File: src/rtl/chip8_tick_scheduler.sv
// chip8_tick_scheduler
// Run-control and time base for the CHIP-8 core. Divides the system clock
// down to the instruction clock, generates the 60 Hz frame tick, provides
// run / pause / single-step control for debug, and owns the delay and sound
// timers that drive the buzzer. Every output comes straight from a register.
module chip8_tick_scheduler #(
  parameter int TICK_DIV        = 1852,
  parameter int INSTR_PER_FRAME = 9
) (
  input  logic       clk,
  input  logic       rst,
  input  logic       run,
  input  logic       step,
  input  logic       dt_load,
  input  logic [7:0] dt_value,
  input  logic       st_load,
  input  logic [7:0] st_value,
  output logic       instr_clk,
  output logic       instr_tick,
  output logic       frame_tick,
  output logic [7:0] dt,
  output logic [7:0] st,
  output logic       buzzer,
  output logic       running
);

  localparam int DIV_W = (TICK_DIV > 1) ? $clog2(TICK_DIV) : 1;
  localparam int FR_W  = (INSTR_PER_FRAME > 1) ? $clog2(INSTR_PER_FRAME) : 1;

  // Last divider count of a period, last count of the high phase, and last
  // count of a single step (two equal halves, so an odd TICK_DIV loses one).
  localparam logic [DIV_W-1:0] DIV_LAST  = DIV_W'(TICK_DIV - 1);
  localparam logic [DIV_W-1:0] HALF_LAST = DIV_W'(TICK_DIV / 2 - 1);
  localparam logic [DIV_W-1:0] STEP_LAST = DIV_W'(2 * (TICK_DIV / 2) - 1);
  localparam logic [FR_W-1:0]  FR_LAST   = FR_W'(INSTR_PER_FRAME - 1);

  typedef enum logic [1:0] {
    PAUSED   = 2'd0,
    RUNNING  = 2'd1,
    STEPPING = 2'd2
  } state_t;

  state_t           r_state;
  logic [DIV_W-1:0] r_div;
  logic [DIV_W-1:0] r_stepCnt;
  logic [FR_W-1:0]  r_frameCnt;
  logic             r_instrClk;
  logic             r_instrTick;
  logic             r_frameTick;
  logic             r_running;
  logic [7:0]       r_dt;
  logic [7:0]       r_st;
  logic             r_buzzer;

  logic             w_frameWrap;
  logic [FR_W-1:0]  w_frameNext;
  logic [7:0]       w_dtNext;
  logic [7:0]       w_stNext;

  // Frame counter successor, applied whenever an instruction tick is issued.
  always_comb begin
    w_frameWrap = (r_frameCnt == FR_LAST);
    w_frameNext = w_frameWrap ? '0 : (r_frameCnt + FR_W'(1));
  end

  // Timer successors: a load wins over the frame decrement, zero saturates.
  always_comb begin
    w_dtNext = r_dt;
    w_stNext = r_st;
    if (dt_load) begin
      w_dtNext = dt_value;
    end else if (r_frameTick && (r_dt != 8'd0)) begin
      w_dtNext = r_dt - 8'd1;
    end
    if (st_load) begin
      w_stNext = st_value;
    end else if (r_frameTick && (r_st != 8'd0)) begin
      w_stNext = r_st - 8'd1;
    end
  end

  // Run-control FSM with divider, step counter, frame counter and tick outputs.
  always_ff @(posedge clk or posedge rst) begin
    if (rst) begin
      r_state     <= PAUSED;
      r_div       <= '0;
      r_stepCnt   <= '0;
      r_frameCnt  <= '0;
      r_instrClk  <= 1'b0;
      r_instrTick <= 1'b0;
      r_frameTick <= 1'b0;
      r_running   <= 1'b0;
    end else begin
      r_instrTick <= 1'b0;
      r_frameTick <= 1'b0;
      unique case (r_state)
        PAUSED: begin
          r_instrClk <= 1'b0;
          if (run) begin
            r_state   <= RUNNING;
            r_running <= 1'b1;
          end else if (step) begin
            r_state     <= STEPPING;
            r_stepCnt   <= '0;
            r_instrClk  <= 1'b1;
            r_instrTick <= 1'b1;
            r_frameCnt  <= w_frameNext;
            r_frameTick <= w_frameWrap;
          end
        end
        RUNNING: begin
          if (!run) begin
            r_state    <= PAUSED;
            r_running  <= 1'b0;
            r_instrClk <= 1'b0;
          end else if (r_div == DIV_LAST) begin
            r_div       <= '0;
            r_instrClk  <= 1'b1;
            r_instrTick <= 1'b1;
            r_frameCnt  <= w_frameNext;
            r_frameTick <= w_frameWrap;
          end else begin
            r_div <= r_div + DIV_W'(1);
            if (r_div == HALF_LAST) begin
              r_instrClk <= 1'b0;
            end
          end
        end
        STEPPING: begin
          if (r_stepCnt == HALF_LAST) begin
            r_instrClk <= 1'b0;
          end
          if (r_stepCnt == STEP_LAST) begin
            if (run) begin
              r_state   <= RUNNING;
              r_running <= 1'b1;
            end else begin
              r_state <= PAUSED;
            end
          end else begin
            r_stepCnt <= r_stepCnt + DIV_W'(1);
          end
        end
        default: begin
          r_state    <= PAUSED;
          r_running  <= 1'b0;
          r_instrClk <= 1'b0;
        end
      endcase
    end
  end

  // Delay and sound timers; the buzzer register tracks the next sound value.
  always_ff @(posedge clk or posedge rst) begin
    if (rst) begin
      r_dt     <= 8'd0;
      r_st     <= 8'd0;
      r_buzzer <= 1'b0;
    end else begin
      r_dt     <= w_dtNext;
      r_st     <= w_stNext;
      r_buzzer <= (w_stNext != 8'd0);
    end
  end

  assign instr_clk  = r_instrClk;
  assign instr_tick = r_instrTick;
  assign frame_tick = r_frameTick;
  assign dt         = r_dt;
  assign st         = r_st;
  assign buzzer     = r_buzzer;
  assign running    = r_running;

endmodule
File: config.mk
export PLATFORM = sky130hd
export DESIGN_NAME = chip8_tick_scheduler
export DESIGN_NICKNAME = d
export VERILOG_FILES = /design/src/rtl/chip8_tick_scheduler.sv
export SDC_FILE = /design/constraint.sdc
export NUM_CORES = 1
export LEC_CHECK = 0
export ABC_CLOCK_PERIOD_IN_PS = 3200
export BUFFER_PORTS_ARGS = -buffer_cell sky130_fd_sc_hd__clkbuf_2
export CAP_MARGIN = 20
export CORE_ASPECT_RATIO = 1.2
export CORE_MARGIN = 4
export CORE_UTILIZATION = 56
export DETAILED_ROUTE_END_ITERATION = 8
export GPL_TIMING_DRIVEN = 0
export PLACE_DENSITY = 0.88
export SLEW_MARGIN = 20
export SYNTH_ARGS = -nofsm -noshare
export SYNTH_HDL_FRONTEND = slang
export SYNTH_SLANG_ARGS = --single-unit
File: constraint.sdc
create_clock -name clk -period 3.2 [get_ports clk]
set_clock_uncertainty 0.05 [all_clocks]
set_input_delay 0 -clock clk [delete_from_list [all_inputs] [get_ports clk]]
set_output_delay 0 -clock clk [all_outputs]
set_load 0.02 [all_outputs]
Word level (Yosys, flattened, before mapping)
Index checks and enable logic that the tools add are counted.
- flip-flop bits (word level): 49
- bits in latches: 0
- RAM bits: 0
- ROM bits: 0
- input port bits: 22
- output and inout port bits: 21
- logic and storage cells: 88
- memories kept: 0
- add/sub/neg operators: 5
- multipliers: 0
- div/mod/pow operators: 0
- $lt $le $gt $ge: 0
- equality and inequality tests: 17
- shift-type cells: 0
- mux-type cells: 40
- bitwise gates (word level): 0
- reductions and logical operators: 15
- operator list (cell ; number):
    $mux W11 ; 4
    $mux W8 ; 4
    $reduce_bool A8 Y1 ; 3
    $add A11 B1 Y11 const B ; 2
    $eq A11 B10 Y1 const B ; 2
    $eq A11 B11 Y1 const B ; 2
    $pmux W11 S2 ; 1
    $mux W4 ; 5
    $mux W1 ; 16
    $ne A2 B2 Y1 const B ; 8
    $sub A8 B1 Y8 const B ; 2
    $mux W2 ; 4
    $pmux W4 S2 ; 1
    $pmux W1 S3 ; 2
    $pmux W2 S3 ; 1
    $reduce_and A2 Y1 ; 3
    $reduce_bool A2 Y1 ; 3
    $reduce_and A5 Y1 ; 1
    $add A4 B1 Y4 const B ; 1
    $eq A4 B4 Y1 const B ; 1
    $ne A4 B4 Y1 const B ; 1
    $pmux W1 S2 ; 2
    $reduce_and A4 Y1 ; 1
    $ne A3 B3 Y1 const B ; 1
    5 further kinds ; 6

Depth between registers and ports, before layout
- depth after elaboration: 5
- gate-level depth with buffers: 7

Worst setup path before layout
OpenSTA, ideal clock, no wires.
- path kind: flip-flop to flip-flop
- from: register r_st[0] (netlist: st[0])
- to: register r_buzzer (netlist: buzzer)
- library setup time: 138 ps
- data arrival time: 2197 ps
- setup slack: 814 ps
- cell stages (with the launch flop): 8
- buffers on the path: 0
- clock period less this slack: 2386 ps
- cell sequence: dfrtp_1 > inv_1 > ha_1 > or4b_4 > nand4_2 > nand3_2 > or3_1 > or4_1
- cells in the longest elaborated chain, start to end: 5
- elaborated cells between the ends (all ways): 6
- RTL lines (element ; line ; RTL):
    from (decl) ; 52 ; logic [7:0] r_st;
    from (signal assigned) ; 161 ; r_st <= w_stNext;
    branches (longest 2 deep; another with $sub A8 B1 Y8) ; n/a ;
    $mux W8 * ; 77 ; end else if (r_frameTick && (r_st != 8'd0)) begin
    $mux W8 * ; 75 ; if (st_load) begin
    named net w_stNext[5] ; 58 ; logic [7:0] w_stNext;
    $reduce_bool A8 Y1 * ; 162 ; r_buzzer <= (w_stNext != 8'd0);
    to (signal assigned) ; 162 ;
    to (decl) ; 53 ; logic r_buzzer;
Mark *: on every way through the listed nets, which the timed path passes.
A chain may end at the register's enable or synchronous reset.

Worst setup path after layout
- from: register r_st[1] (netlist: st[1])
- to: register r_buzzer (netlist: buzzer)
Same word-level chain as after synthesis.

==> results_dict.tcl <==
set metrics [dict create \
    status "complete, no violations" \
    rsz0062_at_grt "no" \
    setup_viol 0 \
    via_per_inst 5.75 \
    antenna_found_initial 0 \
    fill_cells 342 \
    grt_pass1_wl_um 10800 \
    synth_top_area_share_pct 45.9 \
    arrival_ns 2.63 \
    ys_seq_area_share_pct 45.9 \
    drtAntennaViolNets 0 \
    clk_pin_slew_ns 0.10 \
    tritoncts "done" \
    cts_sinks 49 \
    cp.required_ns 3.34 \
    vias 2390 \
    synth_largest_area_cell "dfrtp_1" \
    antennaDiodeCount 0 \
    yosys_warnings 0 \
    synth_nets 317 \
    crit_path_start_kind "register" \
    cts_buffers 5 \
    postSynthAreaPerCell_um2 9.36 \
    area_growth_pct 24.1 \
    multiInputGateArea_mm2 0.00137 \
    ir_drop_mv 0.495 \
    routed_wl_um 6170 \
    firstDrtPassIters 4 \
    drv_cap 0 \
    crit_type "reg2reg" \
    drcViolationCount 0 \
    post_route_cells_drive_above_1_share_pct 17.3 \
    slew_viol_final 0 \
    intPower_mw 1.22 \
    cts_max_path_buffers 2 \
    synthDistinctLibCells 46 \
    p_per_area_mw_per_mm2 576 \
    grt_pass1_vias 2452 \
    cp-end-kind "register" \
    place_congestion 0.924 \
    worstMarginPinSlew_ns 0.898 \
    period_minus_slack_ns 2.49 \
    regArea_mm2 0.00123 \
    io_buffers 42 \
    fin_crit_sh_pct 77.8 \
    worst-r2r-setup-slack_ns 0.71 \
    clockPowerShare_pct 24.0 \
    synthTopCellsByArea "dfrtp_1, ha_1, nand2_1" \
    drt-wirelength-per-cell_um 14.8 \
    root_buffer "clkbuf_8" \
    core.rowCount 27 \
    die_h_um 83.6 \
    p_switching_mw 0.686 \
    hpwl_um 4270 \
    relSlewSlack_pct 38.6 \
    drt_iter0_drc 82 \
    chipWidth_um 71.0 \
    final.setup.tns_ns 0 \
    timing_hold_violations_final 0 \
    dieArea_mm2 0.00594 \
    pin_count 43 \
    clk_latency_ns 0.31 \
    fmax_mhz 402 \
    grt_usage_pct 22.2 \
    leakage_nw 1.49 \
    grt_max_degree 36 \
    hold_class "in2reg" \
    core_area_mm2 0.00459 \
    grt_overflow 0 \
    p_sw_share_pct 36.0 \
    comb_power_share_pct 30.5 \
    syn_inst 285 \
    fin_worst_hold_slack_ns 0.0152 \
    syn-cell-area_mm2 0.00267 \
    start_util_pct 58.1 \
    htree_levels 2 \
    p_seq_share_pct 45.5 \
    ys_seq_elements 49 \
    path_max_fanout 5 \
    nets 389 \
]
[critical path, stage by stage (launching register included)]
cell,delay [ns]
dfrtp_1,0.43
inv_1,0.10
ha_1,0.23
or4b_4,0.49
nand4_2,0.11
nand3_2,0.08
or3_1,0.40
or4_1,0.47
[layout by cell type (no fill, tap or decap), types with 2 or more instances in the layout]
cell type      instances
nand2_1               29
nand3b_1               2
clkbuf_2              42
a21o_1                 3
mux2i_1                2
o22ai_1                3
o31ai_1                4
o21ai_0               21
dfrtp_1               49
clkbuf_8               6
inv_1                 15
nor4_2                 2
xor2_1                 8
a31oi_1                4
nor3b_1                3
nand2b_1               8
mux2_2                 3
dlygate4sd3_1         22
clkbuf_1               3
or3_1                  3
and3_1                 6
and2_1                 3
ha_1                  10
xnor2_1               10
a2bb2oi_1              2
a211o_1                2
nand4_1                5
a21oi_1                9
nand4b_1               2
nor4_1                 5
nor3_1                11
nor2_1                24
nand3_1               17
[Yosys cell counts (all sizes together)]
| cell type | count |
|---|---|
| nor2b | 1 |
| a311o | 1 |
| o22ai | 3 |
| or4b | 2 |
| xor2 | 8 |
| o21ai | 22 |
| mux2i | 2 |
| a2bb2oi | 2 |
| and3 | 6 |
| a21o | 3 |
| a311oi | 1 |
| nand2 | 29 |
| a211o | 3 |
| a41o | 1 |
| clkbuf | 3 |
| inv | 16 |
| and4 | 1 |
| and4b | 1 |
| nor3 | 11 |
| and2 | 3 |
| a21oi | 9 |
| nand2b | 8 |
| xnor2 | 10 |
| nand4b | 2 |
| nand3b | 2 |
| nor2 | 24 |
| buf | 1 |
| nand4 | 6 |
| or4 | 1 |
| nor4bb | 1 |
| mux2 | 3 |
| dfrtp | 49 |
| o31ai | 4 |
| or3 | 3 |
| nand3 | 18 |
| nor3b | 3 |
| ha | 10 |
| nor4 | 7 |
| a2111oi | 1 |
| a31oi | 4 |
[registers in the layout, indices dropped and copies added (netlist names)]
name,flops
st,8
running,1
r_div,11
dt,8
r_stepCnt,11
r_frameCnt,4
instr_tick,1
instr_clk,1
frame_tick,1
buzzer,1
r_state,2
[stage by stage]
stage	instances	power [mW]	area [um2]	setup slack [ns]	utilization, %
global placement	385	1.39	2950	0.755	64.2
floorplan	285	1.24	2670	0.814	-
global route	416	2.04	3310	0.531	72.1
detailed placement	386	1.43	2970	0.703	64.7
CTS	416	1.91	3310	0.706	72.1
finish	416	1.91	3310	0.712	72.1
[layout make-up]
| class | count | area share (%) |
|---|---|---|
| multi-input cells | 216 | 41.3 |
| flip-flops and latches | 49 | 37.0 |
| repair buffers | 65 | 13.6 |
| clock buffers | 6 | 2.49 |
| well taps | 58 | 2.19 |
| inverters | 16 | 1.81 |
| clock inverters | 2 | 1.13 |
| plain buffers | 4 | 0.491 |
[power groups by stage]
stage	sequential (mW)	clock [mW]	combinational (mW)
6_report	0.868	0.458	0.582
5_1_grt	0.889	0.494	0.658
4_1_cts	0.864	0.467	0.582
2_1_floorplan	0.890	0	0.355
3_3_place_gp	0.867	0	0.519
3_5_place_dp	0.875	0	0.555
[worst paths after layout]
path	from	end	cells past startpoint
min in group asynchronous	rst	dt[5]	3
max reg2reg	st[1]	buzzer	7
min reg2reg	instr_clk	instr_clk	1
min	st_load	st[5]	3
max	st[1]	buzzer	7
max in group asynchronous	rst	r_div[8]	4
[repair_timing]
| action | in CTS | in global routing |
|---|---|---|
| hold endpoints to repair | 67 | 0 |
| setup buffers | 0 | 0 |
| resized for setup | 0 | 0 |
| setup endpoints to repair | 0 | 0 |
| hold buffers | 22 | 0 |
[per-layer routing]
metal / wire, um / part of all wire (%) / vias up / GRT usage [%]
li1: - / - / 1158 / -
met1: 2490 / 40 / 1135 / 26.3
met2: 3230 / 52 / 80 / 39.1
met3: 268 / 4.3 / 17 / 3.86
met4: 172 / 2.8 / 0 / 9.40
met5: 0 / 0 / - / 0
[cell families after synthesis]
family | count (synthesis) | synth area share [%]
adders and majority gates | 10 | 4.69
and+or+nand+nor | 129 | 26.1
buffers and inverters | 20 | 2.86
muxes | 5 | 2.02
xor gates and xnor gates | 18 | 5.91
AOI/OAI and AO/OA | 54 | 12.5
DFF | 49 | 45.9
Power figures use the tool's default switching activity.
